==> src/rtl/adc_sample_capture.sv <==
// ADC sample capture: selects one lane of a multi-sample AXI-Stream beat, provides a
// registered live value, and on run averages 2^n selected samples after a beat delay.
module adc_sample_capture #(
  parameter int NUM_BITS     = 16,
  parameter int SPC          = 8,
  parameter int MAX_AVG_LOG2 = 8
) (
  input  logic                      clk,
  input  logic                      rst,
  input  logic [SPC*NUM_BITS-1:0]   adc_tdata,
  input  logic                      adc_tvalid,
  output logic                      adc_tready,
  input  logic [$clog2(SPC)-1:0]    cfg_sample_idx,
  input  logic [15:0]               cfg_delay,
  input  logic [3:0]                cfg_avg_log2,
  input  logic                      run,
  output logic [NUM_BITS-1:0]       live_val,
  output logic                      live_valid,
  output logic [NUM_BITS-1:0]       val_out,
  output logic                      val_valid,
  output logic                      busy,
  output logic                      run_overrun
);

  // state  | meaning
  // IDLE   | waiting for run
  // DELAY  | skipping cfg_delay valid beats
  // ACCUM  | summing 2^n valid beats of the latched lane
  // OUT    | result strobe cycle; run here counts as overrun
  localparam logic [1:0] S_IDLE  = 2'd0;
  localparam logic [1:0] S_DELAY = 2'd1;
  localparam logic [1:0] S_ACCUM = 2'd2;
  localparam logic [1:0] S_OUT   = 2'd3;

  localparam int IDX_W = $clog2(SPC);
  localparam int ACC_W = NUM_BITS + MAX_AVG_LOG2;
  localparam int CNT_W = (MAX_AVG_LOG2 + 1 > 16) ? MAX_AVG_LOG2 + 1 : 16;
  localparam logic [3:0]       MAX_N   = 4'(MAX_AVG_LOG2);
  localparam logic [CNT_W-1:0] CNT_ONE = CNT_W'(1);

  logic [1:0]                state;
  logic [IDX_W-1:0]          idx_q;
  logic [3:0]                n_q;
  logic [3:0]                n_cfg;
  logic [CNT_W-1:0]          cnt;
  logic [CNT_W-1:0]          pow_cfg;
  logic [CNT_W-1:0]          pow_q;
  logic signed [ACC_W-1:0]   acc;
  logic signed [ACC_W-1:0]   acc_next;
  logic [NUM_BITS-1:0]       lane_live;
  logic [NUM_BITS-1:0]       lane_cap;

  assign adc_tready = ~rst;
  assign busy       = (state != S_IDLE);

  assign n_cfg     = (cfg_avg_log2 > MAX_N) ? MAX_N : cfg_avg_log2;
  assign pow_cfg   = CNT_ONE << n_cfg;
  assign pow_q     = CNT_ONE << n_q;
  assign lane_live = adc_tdata[cfg_sample_idx*NUM_BITS +: NUM_BITS];
  assign lane_cap  = adc_tdata[idx_q*NUM_BITS +: NUM_BITS];
  assign acc_next  = acc + {{MAX_AVG_LOG2{lane_cap[NUM_BITS-1]}}, lane_cap};

  always_ff @(posedge clk) begin
    if (rst) begin
      state       <= S_IDLE;
      idx_q       <= '0;
      n_q         <= '0;
      cnt         <= '0;
      acc         <= '0;
      live_val    <= '0;
      live_valid  <= 1'b0;
      val_out     <= '0;
      val_valid   <= 1'b0;
      run_overrun <= 1'b0;
    end else begin
      if (adc_tvalid) begin
        live_val   <= lane_live;
        live_valid <= 1'b1;
      end else begin
        live_valid <= 1'b0;
      end

      val_valid <= 1'b0;
      if (run && state != S_IDLE) run_overrun <= 1'b1;

      case (state)
        S_IDLE: begin
          if (run) begin
            idx_q <= cfg_sample_idx;
            n_q   <= n_cfg;
            acc   <= '0;
            if (cfg_delay != 16'd0) begin
              cnt   <= CNT_W'(cfg_delay);
              state <= S_DELAY;
            end else begin
              cnt   <= pow_cfg;
              state <= S_ACCUM;
            end
          end
        end
        S_DELAY: begin
          if (adc_tvalid) begin
            if (cnt == CNT_ONE) begin
              cnt   <= pow_q;
              state <= S_ACCUM;
            end else begin
              cnt <= cnt - CNT_ONE;
            end
          end
        end
        S_ACCUM: begin
          if (adc_tvalid) begin
            acc <= acc_next;
            cnt <= cnt - CNT_ONE;
            // Result registered on the final beat so it is visible during OUT.
            if (cnt == CNT_ONE) begin
              val_out   <= NUM_BITS'(acc_next >>> n_q);
              val_valid <= 1'b1;
              state     <= S_OUT;
            end
          end
        end
        S_OUT:   state <= S_IDLE;
        default: state <= S_IDLE;
      endcase
    end
  end

endmodule
==> config.mk <==
export PLATFORM = sky130hd
export DESIGN_NAME = adc_sample_capture
export DESIGN_NICKNAME = d
export VERILOG_FILES = /design/src/rtl/adc_sample_capture.sv
export SDC_FILE = /design/constraint.sdc
export NUM_CORES = 1
export LEC_CHECK = 0
export ABC_AREA = 1
export CELL_PAD_IN_SITES_DETAIL_PLACEMENT = 0
export CELL_PAD_IN_SITES_GLOBAL_PLACEMENT = 1
export CORE_UTILIZATION = 35
export CTS_BUF_LIST = sky130_fd_sc_hd__clkbuf_8 sky130_fd_sc_hd__clkbuf_16
export DETAILED_ROUTE_END_ITERATION = 16
export HOLD_SLACK_MARGIN = 0.12
export PLACE_DENSITY_LB_ADDON = 0.1
export SLEW_MARGIN = 0
export SYNTH_ARGS = -nofsm -noshare
export SYNTH_HDL_FRONTEND = slang
export SYNTH_SLANG_ARGS = --single-unit
export TNS_END_PERCENT = 1
==> constraint.sdc <==
create_clock -name clk -period 3.8 [get_ports clk]
set_clock_uncertainty 0.15 [all_clocks]
set_input_delay 0.57 -clock clk [delete_from_list [all_inputs] [get_ports clk]]
set_output_delay 0.57 -clock clk [all_outputs]
set_load 0.03 [all_outputs]
==> results of run 1 <==
[registers in the layout, indices dropped and copies added (netlist names)]
| signal | cells |
|---|---|
| state | 2 |
| acc | 24 |
| live_val | 16 |
| live_valid | 1 |
| n_q | 4 |
| val_out | 16 |
| run_overrun | 1 |
| cnt | 16 |
| idx_q | 3 |
| val_valid | 1 |
[report_power, final]
part,internal [uW],switching [uW],total [uW]
clock network,709,403,1110
registers,1040,157,1200
logic,1880,3060,4940
total,3630,3620,7250
[cell families after synthesis]
logic type,synth area share (%)
multiplexers,1.694
flip-flops,18.97
buffers and inverters,12.82
adder cells (fa/ha/maj),4.319
AO/OA/AOI/OAI,27.58
XOR/XNOR,1.468
AND/OR/NAND/NOR,33.15
[what timing repair did]
action / in CTS / in global routing
hold buffers: 0 / 0
endpoints found under the setup margin: 0 / 14
resized for setup: 0 / 13
[synthesized netlist by cell type, drive strengths merged (5+ instances only)]
master	number	area, sq um
a21oi	182	918.4
a31oi	25	156.4
buf	29	163.9
clkbuf	60	229.0
clkinv	5	18.77
dfxtp	84	1682
ha	29	362.9
inv	193	724.5
mux2i	15	150.1
nand2	382	1454
nand3	160	855.8
nand3b	7	63.81
nand4	16	100.1
nor2	73	324.1
nor3	14	70.07
o211ai	26	195.2
o21ai	180	912.1
o221ai	8	70.07
o22ai	17	106.4
xor2	10	95.10
[tightest hold or removal path: stages (launching register included)]
cell and delay (ps):
dfxtp_1 310, nand2_1 60, a21oi_1 50
[area by class of cell]
cell class	instances	area [sq um]
Fill cell	2673	12780
Tap cell	324	405.4
Timing Repair Buffer	272	2557
Clock inverter	6	136.4
Clock buffer	9	225.2
Multi-Input combinational cell	1171	6077
Inverter	198	743.2
Sequential cell	84	1684
[metrics by stage]
step / hold WS, ps / total power (uW)
6_report: 314.4 / 7249
5_1_grt: 328.1 / 7887
4_1_cts: 318.2 / 7224
3_5_place_dp: 306.9 / 6089
3_3_place_gp: 302.7 / 6090
2_1_floorplan: 295.3 / 4339
[cell usage in the layout (no fill, tap or decap), types with 5 or more instances in the layout]
master,count
nand3_1,149
a21oi_1,177
dfxtp_1,82
o21ai_0,173
clkbuf_16,9
o211ai_1,26
clkdlybuf4s50_1,189
o221ai_1,8
nand2_2,8
nor2_2,5
inv_1,191
xor2_1,9
nand3_2,11
ha_1,28
nand4_1,16
buf_4,77
mux2i_1,15
clkinv_1,5
nor2_1,63
o21ai_1,6
a21oi_2,5
o22ai_1,17
nand2_1,374
nor2_4,5
a31oi_1,24
nor3_1,14
[worst paths after layout]
check                     end  cells after the start
setup / recovery  val_out[12]                     20
hold / removal     val_out[7]                      2
setup reg to reg  val_out[12]                     19
hold reg to reg    val_out[7]                      2
[routing by layer]
metal,up-vias,wire length [um]
met2,380,16480
met5,-,0
met3,37,2258
met4,0,671
li1,5580,-
met1,5012,17240
==> results.sh, run 1 <==
export IMPL_final_cells=2064
export IMPL_worstPathRequired_ps=3930
export IMPL_start_util_pct=36.03
export IMPL_crit_start="adc_tdata[108]"
export IMPL_die_w_um=161.1
export IMPL_worst_skew_pair_late_latency_ps=350
export IMPL_dp_cells=2049
export IMPL_r2r_start="idx_q[1]"
export IMPL_gr_usage_met2_pct=45.47
export IMPL_ios=192
export IMPL_fin_tns_setup_ps=0
export IMPL_io_buffers=191
export IMPL_row_count=57
export IMPL_chipHeight_um=161.1
export IMPL_grt_max_degree=99
export IMPL_syn_mean_instance_area_sq_um=5.749
export IMPL_viasPerCell=5.334
export IMPL_first_iter_violations=833
export IMPL_finalHoldViolations=0
export IMPL_placed_area_sq_um=11430
export IMPL_min_period_over_period_pct=92.92
export IMPL_crit_buf_inv=4
export IMPL_final_util_pct=48.08
export IMPL_clock_path_buffers=2
export IMPL_crit_chain="clkdlybuf4s50_1 > o21ai_0 > o21ai_0 > a21oi_1 > a31oi_2 > buf_4 > ha_1 > nand2_1 > inv_1 > a21oi_2 > inv_1 > a21oi_1 > nand2_1 > nand2_1 > nand3_1 > nand3_1 > nand3_1 > nand3_1 > nand3_1 > a21oi_1"
export IMPL_grt_pass1_wl_um=57840
export IMPL_synth_seq_cells=84
export IMPL_crit_slowest_cell="clkdlybuf4s50_1"
export IMPL_vias=11009
export IMPL_gr_usage_all_layers_pct=28.33
export IMPL_cp_top_family="compound AO/OA/AOI/OAI gates"
export IMPL_peakVddDrop_mv=0.4155
export IMPL_dp_slack_ps=-163.1
export IMPL_crit_path_max_incr_delay_ps=490
export IMPL_yosysWarnings=0
export IMPL_antenna_left=0
export IMPL_cts_setup_buffers=0
export IMPL_synthCells=1542
export IMPL_hold_class="register to register"
export IMPL_globalplace_congestion=0.9560
export IMPL_synthesis_area_sq_um=8865
export IMPL_hold_start="val_out[7]"
export IMPL_grt_util_met1_pct=39.61
export IMPL_status="finished clean"
export IMPL_drt_wl_total_um=36650
export IMPL_dp_hpwl_um=28910
export IMPL_async_flop_share_pct=0
export IMPL_rsz0062_at_grt="no"
export IMPL_fin_area_sq_um=11830
export IMPL_fin_crit_ps=3531
export IMPL_yosysSeqAreaShare_pct=18.97
export IMPL_arrival_ps=3660
export IMPL_final_setup_worst_slack_ps=268.9
export IMPL_clkTransAtPathRegs_ps=70
export IMPL_nets=1921
export IMPL_path_common_cell="nand3_1"
export IMPL_max_cap_viol_count=0
export IMPL_setup_viol=0
export IMPL_numCtsBuffers=9
export IMPL_cp_max_fo=4
export IMPL_cts_sinks=84
export IMPL_cts_tree="done"
export IMPL_first_pass_iters=8
export IMPL_postSynthNetCount=1727
export IMPL_max_clock_freq_mhz=283.2
export IMPL_grtUsageMet3_pct=4.263
export IMPL_drv_slew=0
export IMPL_power_density_nw_per_um2=612.8
export IMPL_grt_pass1_vias=10646
export IMPL_slew_headroom_pct=34.13
export IMPL_drive_gt1_share_pct=8.333
export IMPL_globalRoute_busiestLayer="met2"
export IMPL_synth_edff_count=0
export IMPL_ys_types=50
export IMPL_route_detailed_drc=0
export IMPL_htreeDepth=3
export IMPL_grt_antenna_before_repair=0
export IMPL_routedWlPerCell_um=17.76
export IMPL_critPathKind="input pin to register"
export IMPL_end_kind="register"
export IMPL_cp_start_kind="input pin"
export IMPL_grt_overflow=0
export IMPL_syn2layout_area_growth_pct=33.44
export IMPL_antenna_cells=0
export IMPL_leakage_uw=0.005349
export IMPL_worstMarginPinSlew_ps=988.0
export IMPL_cts_root_buf="clkbuf_16"
export IMPL_core_area_sq_um=24600
export IMPL_die_area_sq_um=25970
export IMPL_ff2ff_setup_slack_ps=300
export IMPL_synth_ff_type="dfxtp_1"
No activity file was read; power rests on OpenSTA's default activity.
==> inputs of run 2 (changes only) <==
- HOLD_SLACK_MARGIN: 0.12 -> default
==> results of run 2 <==
No change in the layout: final DEF, timing and power equal those of run 1.
==> RTL edit 1, RTL diff (settings of run 2) <==
Register the output `run_overrun` once more, with the module's reset; this adds one clock of latency there. The other outputs are not delayed to match.
--- a/src/rtl/adc_sample_capture.sv
+++ b/src/rtl/adc_sample_capture.sv
@@ -40,2 +40,4 @@
 
+  logic run_overrun_s0;
+
   logic [1:0]                state;
@@ -73,3 +75,3 @@
       val_valid   <= 1'b0;
-      run_overrun <= 1'b0;
+      run_overrun_s0 <= 1'b0;
     end else begin
@@ -83,3 +85,3 @@
       val_valid <= 1'b0;
-      if (run && state != S_IDLE) run_overrun <= 1'b1;
+      if (run && state != S_IDLE) run_overrun_s0 <= 1'b1;
 
@@ -128,2 +130,10 @@
 
+  always_ff @(posedge clk) begin
+    if (rst) begin
+      run_overrun <= '0;
+    end else begin
+      run_overrun <= run_overrun_s0;
+    end
+  end
+
 endmodule
Behaviour: not the same (a bounded check fails within 4 cycles, from zero or initial values and one cycle with rst high).
==> RTL edit 1 against run 2 <==
- setup slack worse by 0.023 ns
- highest routed layer unchanged
- wire length increased by 1.1%
- largest cell class unchanged
- largest power group unchanged
- total power up 1.0%
- utilization up 0.37 points
- area after synthesis rose by 1.6%
- sequential cell count is 1 higher
- design area increased by 3.1%
- first-iteration DRC count grew 0.72%
- cell count is 1.9% higher
==> RTL edit 1: results (changes against run 2) <==
| Metric | Value |
|---|---|
| Routability congestion estimate from global placement | `0.953 (-0.35%)` |
| Max VDD drop | `0.270 mV (-35%)` |
| N_diodes | `2 (+2)` |
| Synth Area in Adders | `0.0425 (-0.000696)` |
| CP Max Fanout | `13 (+9)` |
| Most frequent cells after synthesis | `369 x nand2_1, 178 x inv_1, 178 x o21ai_0, 173 x a21oi_1, 159 x nand3_1` |
| Sequential share of the synthesized area | `0.189 (-0.000834)` |
| Xor/xnor share of the synthesized area | `0.0154 (+0.000736)` |
| Multi-input gates | `1195 (+2.0%)` |
| Area Overhead vs Synth | `35.4%` |
| GRT Resource Usage Total | `0.275 (-0.00815)` |
| Fill cell count | `2723 (+1.9%)` |
| Dpl hpwl | `28.4 mm (-1.6%)` |
| Routed met3 length | `2.08 mm (-7.8%)` |
| WL met1 | `17.3 mm (+0.31%)` |
| Largest net degree at the start of global routing | `64 (-35%)` |
| Top area cells in the synthesized netlist | `dfxtp_1 19%, nand2_1 15%, o21ai_0 9.9%` |
| Critical Path AT | `3.70 ns (+0.04 ns)` |
| Buffer share of cell area | `0.223 (+0.00644)` |
| Synth unique cells | `53 (+6.0%)` |
| Multi-input combinational area share | `0.519 (+0.00537)` |
| Status | `finished, final reports clean` |
| Worst slew pin tran | `0.793 ns (-0.195 ns)` |
| Layout Cells excl Fill | `2104 (+1.9%)` |
| Slack of the critical path | `0.246 ns (-0.0233 ns)` |
| Worst Setup SP | `idx_q[0]$_SDFFE_PP0P_` |
| Reg2Reg Depth | `21 (+2)` |
| Clk tree area frac | `0.0236 (-0.00698)` |
| Mux share of post-synthesis cell area | `0.0167 (-0.000273)` |
| Share of layout cells above drive strength 1 | `0.116 (+0.0329)` |
## RTL edit 1: changes by cell type after synthesis, sizes merged, moves of 3 or more
| cell | change |
|---|---|
| o211ai | +5 |
| clkbuf | -4 |
| nand3 | +7 |
| and2 | -3 |
| buf | +4 |
| o221ai | -3 |
| a21oi | -5 |
| inv | -6 |
| a31oi | -4 |
| nor2 | +28 |
## RTL edit 1: worst max-delay path, cell delays in order, from the launching register on
cell	delay, ns
dfxtp_4	0.39
clkinvlp_4	0.11
buf_4	0.16
buf_6	0.15
o21ai_0	0.16
a21oi_1	0.09
buf_4	0.16
a31oi_2	0.18
ha_2	0.35
nand2_2	0.14
inv_1	0.06
a21oi_1	0.21
inv_1	0.08
a21oi_2	0.16
nand2_1	0.07
nand2_1	0.14
nand3_1	0.12
nand3_1	0.12
nand3_1	0.14
nand3_1	0.12
nand3_1	0.10
a21oi_2	0.12
## RTL edit 1: worst min-delay path by stage
stage	start	to	slack, ns	cells after the start
2_1_floorplan	run_overrun_s0$_SDFFE_PP0P_	run_overrun$_SDFF_PP0_	0.26	2
3_3_place_gp	run_overrun_s0$_SDFFE_PP0P_	run_overrun$_SDFF_PP0_	0.27	2
3_5_place_dp	run_overrun_s0$_SDFFE_PP0P_	run_overrun$_SDFF_PP0_	0.27	2
4_1_cts	run_overrun_s0$_SDFFE_PP0P_	run_overrun$_SDFF_PP0_	0.28	2
5_1_grt	run_overrun_s0$_SDFFE_PP0P_	run_overrun$_SDFF_PP0_	0.32	2
6_report	run_overrun_s0$_SDFFE_PP0P_	run_overrun$_SDFF_PP0_	0.28	2
## RTL edit 1: power by group
group / internal, mW / switching [mW] / total, mW
clock: 0.462 / 0.447 / 0.910
combinational: 2.03 / 3.22 / 5.25
sequential: 1.03 / 0.132 / 1.16
total: 3.52 / 3.80 / 7.32
==> RTL edit 2, RTL diff (settings of run 2) <==
Made on the original files. `MAX_AVG_LOG2`: 8 -> 9.
--- a/src/rtl/adc_sample_capture.sv
+++ b/src/rtl/adc_sample_capture.sv
@@ -5,3 +5,3 @@
   parameter int SPC          = 8,
-  parameter int MAX_AVG_LOG2 = 8
+  parameter int MAX_AVG_LOG2 = 9
 ) (
Behaviour: same outputs for any inputs over 4 cycles, from zero or initial values and one cycle with rst high; that may be too few to reach the edited logic, so the function may still have changed.
==> RTL edit 2 against run 2 <==
- area after synthesis is 2.0% higher
- critical path type unchanged
- sequential cell count is 1 higher
- critical endpoint is now val_out[14]$_SDFFE_PP0P_
- non-clock buffer count is 21 higher
- wire length is 0.27% lower
- sequential power is 3% lower
- count of clock-buffer cells in the layout stayed put
- total power is 1.4% higher
- first-iteration DRC count is 2.9% lower
- design area is 3.7% higher
- setup slack worse by 0.097 ns
==> RTL edit 2: results (changes against run 2) <==
| Metric | Value |
|---|---|
| Cells after Synth | `1621 (+5.1%)` |
| Most frequent cells after synthesis | `418 x nand2_1, 202 x inv_1, 187 x o21ai_0, 174 x a21oi_1, 166 x nand3_1` |
| Routed WL | `36.5 mm (-0.27%)` |
| Number of non-clock inverters | `211 (+6.6%)` |
| Critical Path AT | `3.76 ns (+0.10 ns)` |
| Vias/cell | `5.24 (-1.8%)` |
| Vias in the first global route | `10.9k (+2.2%)` |
| Buffer share of cell area | `0.222 (+0.00615)` |
| Dpl cells | `2153 (+5.1%)` |
| Pre-CTS worst setup slack | `-0.291 ns (-0.128 ns)` |
| DP Area | `11800 sq um (+3.2%)` |
| Net count reported at finish | `2023 (+5.3%)` |
| Multi-input gates | `1237 (+5.6%)` |
| Routability congestion estimate from global placement | `0.923 (-3.4%)` |
| FFs & Latches | `85 (+1.2%)` |
| Drt initial violations | `809 (-2.9%)` |
| Met3 Usage GRT | `0.0527 (+0.0101)` |
| Sequential share of the synthesized area | `0.188 (-0.00146)` |
| Top area cells in the synthesized netlist | `dfxtp_1 19%, nand2_1 17%, o21ai_0 10%` |
| Leak | `5.58 nW (+4.4%)` |
| Wirelength per Cell | `16.8 microns (-5.2%)` |
| Synth unique cells | `45 (-10%)` |
| Status | `finished, final reports clean` |
| Drt pass-1 iters | `7 (-1)` |
| PostCTS Resize Cnt | `1 (+1)` |
| Max reg flops | `25 (+4.2%)` |
| Largest net degree at the start of global routing | `114 (+15%)` |
| P_sw | `3.76 mW (+3.7%)` |
| Total Power | `7.35 mW (+1.4%)` |
| Max VDD drop | `0.330 mV (-21%)` |
| Bufs w/o clock | `293 (+7.7%)` |
| Met1 usage | `0.367 (-0.0293)` |
| Clk tree area frac | `0.0218 (-0.00874)` |
| Share of layout cells above drive strength 1 | `0.0999 (+0.0166)` |
| Critical path's top delay family | `simple AND/OR/NAND/NOR gates` |
| GRT Resource Usage Total | `0.277 (-0.00613)` |
| Global-route wire length before repair | `57.5 mm (-0.60%)` |
| Post-synth net total | `1807 (+4.6%)` |
## RTL edit 2: logic make-up after synthesis
kind of cell,Yosys count,share of synthesized area
compound gates,448,0.268
buf+inv,299,0.126
xor+xnor,16,0.0155
fa+ha+maj,31,0.0437
flops,85,0.188
simple gates,726,0.340
mux,16,0.0177
## RTL edit 2: path summary, 6_finish.rpt
check | from | end | slack, ns | cells after the start
max | adc_tdata[80] | val_out[14]$_SDFFE_PP0P_ | 0.17 | 23
min reg2reg | val_out[14]$_SDFFE_PP0P_ | val_out[14]$_SDFFE_PP0P_ | 0.31 | 2
max reg2reg | idx_q[1]$_SDFFE_PP0P_ | val_out[14]$_SDFFE_PP0P_ | 0.29 | 24
min | val_out[14]$_SDFFE_PP0P_ | val_out[14]$_SDFFE_PP0P_ | 0.31 | 2
## RTL edit 2: layer usage
layer,wire length [microns],part of all wire,vias to the layer above
li1,-,-,5847
met1,16700,0.46,5178
met2,16900,0.46,320
met3,2330,0.064,35
met4,654,0.018,0
met5,0,0,-
